### config.mk
export PLATFORM = sky130hd
export DESIGN_NAME = bldc_drive_sequencer
export DESIGN_NICKNAME = d
export VERILOG_FILES = /design/src/rtl/bldc_drive_sequencer.sv
export SDC_FILE = /design/constraint.sdc
export NUM_CORES = 1
export LEC_CHECK = 0
export BUFFER_PORTS_ARGS = -buffer_cell sky130_fd_sc_hd__buf_2
export CELL_PAD_IN_SITES_DETAIL_PLACEMENT = 0
export CELL_PAD_IN_SITES_GLOBAL_PLACEMENT = 1
export CORE_UTILIZATION = 35
export DETAILED_ROUTE_END_ITERATION = 8
export GPL_TIMING_DRIVEN = 1
export PLACE_DENSITY_LB_ADDON = 0.1
export REMOVE_ABC_BUFFERS = 1
export SLEW_MARGIN = 20
export SYNTH_ARGS = -nofsm -noshare
export SYNTH_HDL_FRONTEND = slang
export SYNTH_SLANG_ARGS = --single-unit
### constraint.sdc
create_clock -name sys_clk -period 3.8 [get_ports sys_clk]
set_clock_uncertainty 0.2 [all_clocks]
set_input_delay 0 -clock sys_clk [delete_from_list [all_inputs] [get_ports sys_clk]]
set_output_delay 0 -clock sys_clk [all_outputs]
set_load 0.02 [all_outputs]
### src/rtl/bldc_drive_sequencer.sv
// BLDC drive sequencer: soft-start duty ramp, coast before reversal, timed
// gate-driver reset pulses with bounded retries and a latched error state.
// Ports:
//   sys_clk, reset       clock and synchronous active-high reset
//   enable, direction    drive request and requested rotation (0=none,1=cw,2=ccw)
//   duty_target          requested duty
//   hall_error, fault_n  invalid-hall flag, gate driver fault (active low)
//   clear_fault          pulse that releases the error state
//   duty_out, pwm_enable gated duty and enable for the PWM generator
//   gate_enable          gate driver enable
//   gate_reset_pulse     gate driver reset strobe
//   active_direction     direction currently driven (0 when not driving)
//   retry_count          fault recoveries since the last idle
//   error_cause          bit0 hall error, bit1 retries exhausted (sticky)
//   driver_state         current state encoding
module bldc_drive_sequencer #(
   parameter int unsigned duty_width          = 12,
   parameter int unsigned ramp_step           = 16,
   parameter int unsigned ramp_interval_ticks = 5400,
   parameter int unsigned coast_ticks         = 54000,
   parameter int unsigned reset_pulse_ticks   = 540,
   parameter int unsigned retry_wait_ticks    = 5400,
   parameter int unsigned max_retries         = 3,
   parameter int unsigned retry_width         = $clog2(max_retries + 1) + 1
) (
   input  logic                   sys_clk,
   input  logic                   reset,
   input  logic                   enable,
   input  logic [1:0]             direction,
   input  logic [duty_width-1:0]  duty_target,
   input  logic                   hall_error,
   input  logic                   fault_n,
   input  logic                   clear_fault,
   output logic [duty_width-1:0]  duty_out,
   output logic                   pwm_enable,
   output logic                   gate_enable,
   output logic                   gate_reset_pulse,
   output logic [1:0]             active_direction,
   output logic [retry_width-1:0] retry_count,
   output logic [1:0]             error_cause,
   output logic [2:0]             driver_state
);

   // Rotation direction encoding
   localparam logic [1:0] DIR_NONE = 2'd0;

   // Timers count down from ticks-1 so a state lasts exactly ticks cycles; 0 acts as 1
   localparam int unsigned RAMP_LOAD  = (ramp_interval_ticks > 0) ? ramp_interval_ticks - 1 : 0;
   localparam int unsigned COAST_LOAD = (coast_ticks > 0) ? coast_ticks - 1 : 0;
   localparam int unsigned PULSE_LOAD = (reset_pulse_ticks > 0) ? reset_pulse_ticks - 1 : 0;
   localparam int unsigned WAIT_LOAD  = (retry_wait_ticks > 0) ? retry_wait_ticks - 1 : 0;
   localparam int unsigned TMAX_A     = (RAMP_LOAD > COAST_LOAD) ? RAMP_LOAD : COAST_LOAD;
   localparam int unsigned TMAX_B     = (PULSE_LOAD > WAIT_LOAD) ? PULSE_LOAD : WAIT_LOAD;
   localparam int unsigned TMAX       = (TMAX_A > TMAX_B) ? TMAX_A : TMAX_B;
   localparam int unsigned TIMER_W    = (TMAX < 1) ? 1 : $clog2(TMAX + 1);
   localparam int unsigned SUM_W      = duty_width + 1;

   typedef enum logic [2:0] {
      ST_IDLE       = 3'd0,
      ST_RAMP       = 3'd1,
      ST_RUN        = 3'd2,
      ST_COAST      = 3'd3,
      ST_GATE_RESET = 3'd4,
      ST_RETRY_WAIT = 3'd5,
      ST_ERROR      = 3'd6
   } state_t;

   state_t                 state, state_next;
   logic [TIMER_W-1:0]     timer, timer_next;
   logic [duty_width-1:0]  duty_next;
   logic                   pwm_next, gate_next, pulse_next;
   logic [1:0]             dir_next, cause_next;
   logic [retry_width-1:0] retry_next;
   logic [SUM_W-1:0]       duty_sum;
   logic                   timer_zero, retries_left, go_hall, go_fault;

   // State and registered outputs
   always_ff @(posedge sys_clk) begin
      if (reset) begin
         state            <= ST_IDLE;
         timer            <= '0;
         duty_out         <= '0;
         pwm_enable       <= 1'b0;
         gate_enable      <= 1'b0;
         gate_reset_pulse <= 1'b0;
         active_direction <= DIR_NONE;
         retry_count      <= '0;
         error_cause      <= 2'b00;
      end else begin
         state            <= state_next;
         timer            <= timer_next;
         duty_out         <= duty_next;
         pwm_enable       <= pwm_next;
         gate_enable      <= gate_next;
         gate_reset_pulse <= pulse_next;
         active_direction <= dir_next;
         retry_count      <= retry_next;
         error_cause      <= cause_next;
      end
   end

   assign driver_state = state;

   // Next-state, timer and output computation
   always_comb begin
      state_next   = state;
      timer_next   = (timer != '0) ? timer - TIMER_W'(1) : '0;
      duty_next    = duty_out;
      pwm_next     = 1'b0;
      gate_next    = 1'b0;
      pulse_next   = 1'b0;
      dir_next     = active_direction;
      retry_next   = retry_count;
      cause_next   = error_cause;
      go_hall      = 1'b0;
      go_fault     = 1'b0;
      timer_zero   = (timer == '0);
      retries_left = (retry_count < retry_width'(max_retries));
      // One extra bit so the ramp step can never wrap past full scale
      duty_sum     = {1'b0, duty_out} + SUM_W'(ramp_step);

      case (state)
         ST_IDLE: begin
            if (hall_error) begin
               go_hall = 1'b1;
            end else if (enable && direction != DIR_NONE) begin
               state_next = ST_RAMP;
               dir_next   = direction;
               duty_next  = '0;
               timer_next = TIMER_W'(RAMP_LOAD);
            end
         end

         ST_RAMP, ST_RUN: begin
            if (hall_error) begin
               go_hall = 1'b1;
            end else if (!fault_n) begin
               go_fault = 1'b1;
            end else if (!enable || direction == DIR_NONE) begin
               state_next = ST_IDLE;
            end else if (direction != active_direction) begin
               state_next = ST_COAST;
               timer_next = TIMER_W'(COAST_LOAD);
            end else if (duty_target < duty_out) begin
               // Lower targets are followed at once, no ramp down
               duty_next  = duty_target;
               state_next = ST_RUN;
            end else if (state == ST_RUN) begin
               if (duty_target > duty_out) begin
                  state_next = ST_RAMP;
                  timer_next = TIMER_W'(RAMP_LOAD);
               end
            end else if (duty_target == duty_out) begin
               state_next = ST_RUN;
            end else if (timer_zero) begin
               timer_next = TIMER_W'(RAMP_LOAD);
               if (duty_sum >= {1'b0, duty_target}) begin
                  duty_next  = duty_target;
                  state_next = ST_RUN;
               end else begin
                  duty_next = duty_sum[duty_width-1:0];
               end
            end
         end

         ST_COAST: begin
            // Runs its full length even if the direction reverts meanwhile
            if (hall_error) begin
               go_hall = 1'b1;
            end else if (!fault_n) begin
               go_fault = 1'b1;
            end else if (timer_zero) begin
               if (enable && direction != DIR_NONE) begin
                  state_next = ST_RAMP;
                  dir_next   = direction;
                  duty_next  = '0;
                  timer_next = TIMER_W'(RAMP_LOAD);
               end else begin
                  state_next = ST_IDLE;
               end
            end
         end

         ST_GATE_RESET: begin
            if (timer_zero) begin
               state_next = ST_RETRY_WAIT;
               timer_next = TIMER_W'(WAIT_LOAD);
            end
         end

         ST_RETRY_WAIT: begin
            // fault_n is only judged once the driver has settled
            if (timer_zero) begin
               if (hall_error) begin
                  go_hall = 1'b1;
               end else if (!fault_n) begin
                  go_fault = 1'b1;
               end else if (enable) begin
                  state_next = ST_RAMP;
                  duty_next  = '0;
                  timer_next = TIMER_W'(RAMP_LOAD);
               end else begin
                  state_next = ST_IDLE;
               end
            end
         end

         ST_ERROR: begin
            if (clear_fault && !enable && !hall_error) begin
               state_next = ST_IDLE;
               cause_next = 2'b00;
            end
         end

         default: begin
            state_next = ST_IDLE;
         end
      endcase

      // Shared error / fault-recovery entry
      if (go_hall) begin
         state_next    = ST_ERROR;
         cause_next[0] = 1'b1;
      end else if (go_fault) begin
         if (retries_left) begin
            state_next = ST_GATE_RESET;
            retry_next = retry_count + retry_width'(1);
            timer_next = TIMER_W'(PULSE_LOAD);
         end else begin
            state_next    = ST_ERROR;
            cause_next[1] = 1'b1;
         end
      end

      // Drive outputs follow the state being entered
      pwm_next   = (state_next == ST_RAMP) || (state_next == ST_RUN);
      gate_next  = pwm_next || (state_next == ST_COAST);
      pulse_next = (state_next == ST_GATE_RESET);
      if (!pwm_next) begin
         duty_next = '0;
      end
      if (state_next == ST_IDLE || state_next == ST_ERROR) begin
         dir_next = DIR_NONE;
      end
      if (state_next == ST_IDLE) begin
         retry_next = '0;
      end
   end

endmodule

==> flow_summary.toml <==
[clock_network]
cts.htree.levels = 2
numCtsBuffers = 5
cts_tree = "built"
clk_latency_ps = 310
clkTransAtPathRegs_ps = 90
cts.sinks = 41
clockRootBuffer = "clkbuf_8"
clockBufferDepth = 2
postCtsSetupBuffers = 0

[synth]
synth.avg_cell_area_um2 = 7.295
ys_ff_latch = 41
yosysSeqAreaShare_pct = 24.20
synth_edf_count = 0
synthXorXnorAreaFrac_pct = 6.197
synth.yosys.warnings = 0
synthCells = 465
synthAdderAreaFrac_pct = 10.33
synth_top_family_by_area = "simple AND/OR/NAND/NOR gates"
synth_compound_area_share_pct = 24.97
synthesis.area_um2 = 3392
ys.flop_type = "dfxtp_1"
synth.distinct_cells = 53
synthArstFlopShare_pct = 0
synth_mux_area_share_pct = 1.512
synth-simple-area-share_pct = 27.07

[floorplan]
die_w_um = 100.4
dieArea_um2 = 10090
io_pins = 45
row_count = 35
initial_core_util_pct = 36.36
die_h_um = 100.4
core_um2 = 9328

[finish]
layout.cells.non_filler = 661
layout-drive-gt1-share_pct = 15.04
diodes = 0
nets = 579
utilization_pct = 44.35
fill_cells = 975
finalInstanceArea_um2 = 4136
area_growth_pct = 21.95

[worst_setup_path]
r2r_cells = 13
cp-startpoint = "duty_out[4]$_SDFFE_PP0P_"
worstPathRequired_ps = 3840
crit_path_end = "duty_out[9]$_SDFFE_PP0P_"
cp-start-kind = "flip-flop"
crit_fanout = 6
crit_arrival_ps = 3470
r2r_slack_ps = 380
crit_path_end_kind = "flip-flop"
rr_endpoint = "duty_out[9]$_SDFFE_PP0P_"
worstReg2RegStart = "duty_out[4]$_SDFFE_PP0P_"
crit_type = "reg -> reg"

[route]
dr_total_vias = 3582
via_per_inst = 5.419
postRouteWirelength_um = 10550
route.detailed.drc = 0
wl_per_cell_um = 15.96
drtAntennaViolNets = 0
drt_iter0_drc = 177
first_pass_iters = 4

[sta]
whs_ps = -5.342
worst_pin_slew_ps = 852.8
relSlewSlack_pct = 42.71
finalCritPeriodShare_pct = 90.12
rsz0062_at_grt = "no"
max_freq_mhz = 292.0
drv_slew = 0
setup_ws_ps = 375.3
hold_viol_final = 1
tns_ps = 0
setup_violations = 0
period_needed_ps = 3425

[placement]
port_buffers = 44
dp_hpwl_um = 8028
post-place-ws_ps = 259.3
place_congestion = 0.8739
dp_cells = 639
place_area_um2 = 3854

[pwr]
ir_drop_mv = 0.1797
powerDensity_nw_per_um2 = 569.1
p_total_mw = 2.354
leakage_nw = 1.706

[global_route]
antenna_found_initial = 0
track_usage_pct = 21.44
grt.overflow.total = 0
grt_pass1_vias = 3455
grt_pass1_wl_um = 16970
grt_max_degree = 20

[worst_hold_path]
hold_path_startpoint = "duty_target[6]"
hp-class = "in -> reg"
whs_path_depth = 5

[outcome]
violations = "negative hold slack"
status = "finished, violations left"

[flow_run]
cap_violations = 0
## critical path, stage by stage (launching register included)
cell,delay [ps]
dfxtp_1,460
ha_1,310
nand3_1,130
xnor2_1,220
ha_1,280
a21oi_1,140
o21ai_0,90
nor3_1,160
a21oi_1,140
buf_4,170
nor2_1,390
nor2_1,60
or4_1,470
a21oi_1,140
## how the worst min path moves through the flow
stage | to | slack [ps]
floorplan | driver_state[1]$_SDFF_PP0_ | -130
global placement | duty_out[3]$_SDFFE_PP0P_ | 90
detailed placement | duty_out[3]$_SDFFE_PP0P_ | 100
CTS | duty_out[6]$_SDFFE_PP0P_ | 6
global route | error_cause[1]$_SDFF_PP0_ | 40
finish | duty_out[6]$_SDFFE_PP0P_ | -5
## layer usage
| metal | track usage, % | routed length [um] |
|---|---|---|
| met1 | 27.15 | 4967 |
| met5 | 0 | 0 |
| met3 | 2.577 | 364 |
| met2 | 37.93 | 5058 |
| met4 | 6.466 | 160 |
## area by class of cell
| class | count | area [um^2] | area share (%) |
|---|---|---|---|
| multi-input combinational | 373 | 2382 | 57.59 |
| clock inverter | 3 | 68.82 | 1.664 |
| timing repair buffer | 79 | 518.0 | 12.52 |
| inverter | 31 | 116.4 | 2.813 |
| tap | 129 | 161.4 | 3.902 |
| clock buffer | 5 | 68.82 | 1.664 |
| sequential | 41 | 820.8 | 19.84 |
## flip-flops by register name, summed over array words and instances (netlist names)
name	flops
retry_count	3
timer	16
active_direction	2
pwm_enable	1
error_cause	2
gate_enable	1
duty_out	12
gate_reset_pulse	1
driver_state	3
## logic make-up after synthesis
| kind of cell | after synthesis |
|---|---|
| multiplexers | 5 |
| AO/OA/AOI/OAI | 133 |
| buffers and inverters | 51 |
| flip-flops | 41 |
| adder cells (fa/ha/maj) | 28 |
| AND/OR/NAND/NOR | 183 |
| XOR/XNOR | 24 |
## layout by cell type, fill, tap and decap left out, drive strengths merged, types with 5 or more instances in the layout
master       Yosys  layout
buf              2      65
nor2            50      50
dfxtp           41      41
a21oi           40      40
nand2           39      39
inv             31      32
ha              28      28
o21ai           27      27
nor3            25      25
xnor2           18      18
nand3           15      15
dlygate4sd3      0      14
nand4           10      10
a31oi           10      10
or3              9       9
o21a             8       8
a211oi           8       8
nand2b           7       7
xor2             6       6
o31ai            5       5
clkbuf          18       5
nor4             5       5
## cells in the mapped netlist (3+ instances only)
| master | number | area (um^2) |
|---|---|---|
| and3_1 | 4 | 25.02 |
| nand2_1 | 39 | 146.4 |
| nor2_1 | 50 | 187.7 |
| dfxtp_1 | 41 | 820.8 |
| nand4_1 | 10 | 62.56 |
| a311oi_1 | 4 | 35.03 |
| xor2_1 | 6 | 52.55 |
| o211ai_1 | 4 | 30.03 |
| o21ai_0 | 27 | 135.1 |
| a31oi_1 | 10 | 62.56 |
| nand3_1 | 14 | 70.07 |
| or3_1 | 9 | 56.30 |
| o21a_1 | 8 | 60.06 |
| or4_1 | 3 | 22.52 |
| nand2b_1 | 7 | 43.79 |
| a21oi_1 | 40 | 200.2 |
| inv_1 | 31 | 116.4 |
| a211oi_1 | 7 | 52.55 |
| clkbuf_1 | 18 | 67.56 |
| a22oi_1 | 4 | 30.03 |
| a211o_1 | 3 | 26.28 |
| o31ai_1 | 5 | 37.54 |
| o21bai_1 | 3 | 22.52 |
| ha_1 | 28 | 350.3 |
| nor3_1 | 25 | 125.1 |
| xnor2_1 | 18 | 157.7 |
| mux2i_1 | 4 | 40.04 |
| a21o_1 | 4 | 30.03 |
| nor4_1 | 4 | 25.02 |
| and2_1 | 3 | 18.77 |
| nor2b_1 | 3 | 18.77 |
## what timing repair did
| item | CTS | global route |
|---|---|---|
| endpoints found under the setup margin | 0 | 3 |
| hold endpoints to repair | 25 | 0 |
| gates resized for setup | 0 | 1 |
| hold buffers | 14 | 0 |
## where the power goes
part / internal (mW) / switching [mW] / total, mW
sequential: 0.517 / 0.104 / 0.620
clock: 0.265 / 0.186 / 0.451
combinational: 0.516 / 0.767 / 1.28
Power figures use the tool's default switching activity.
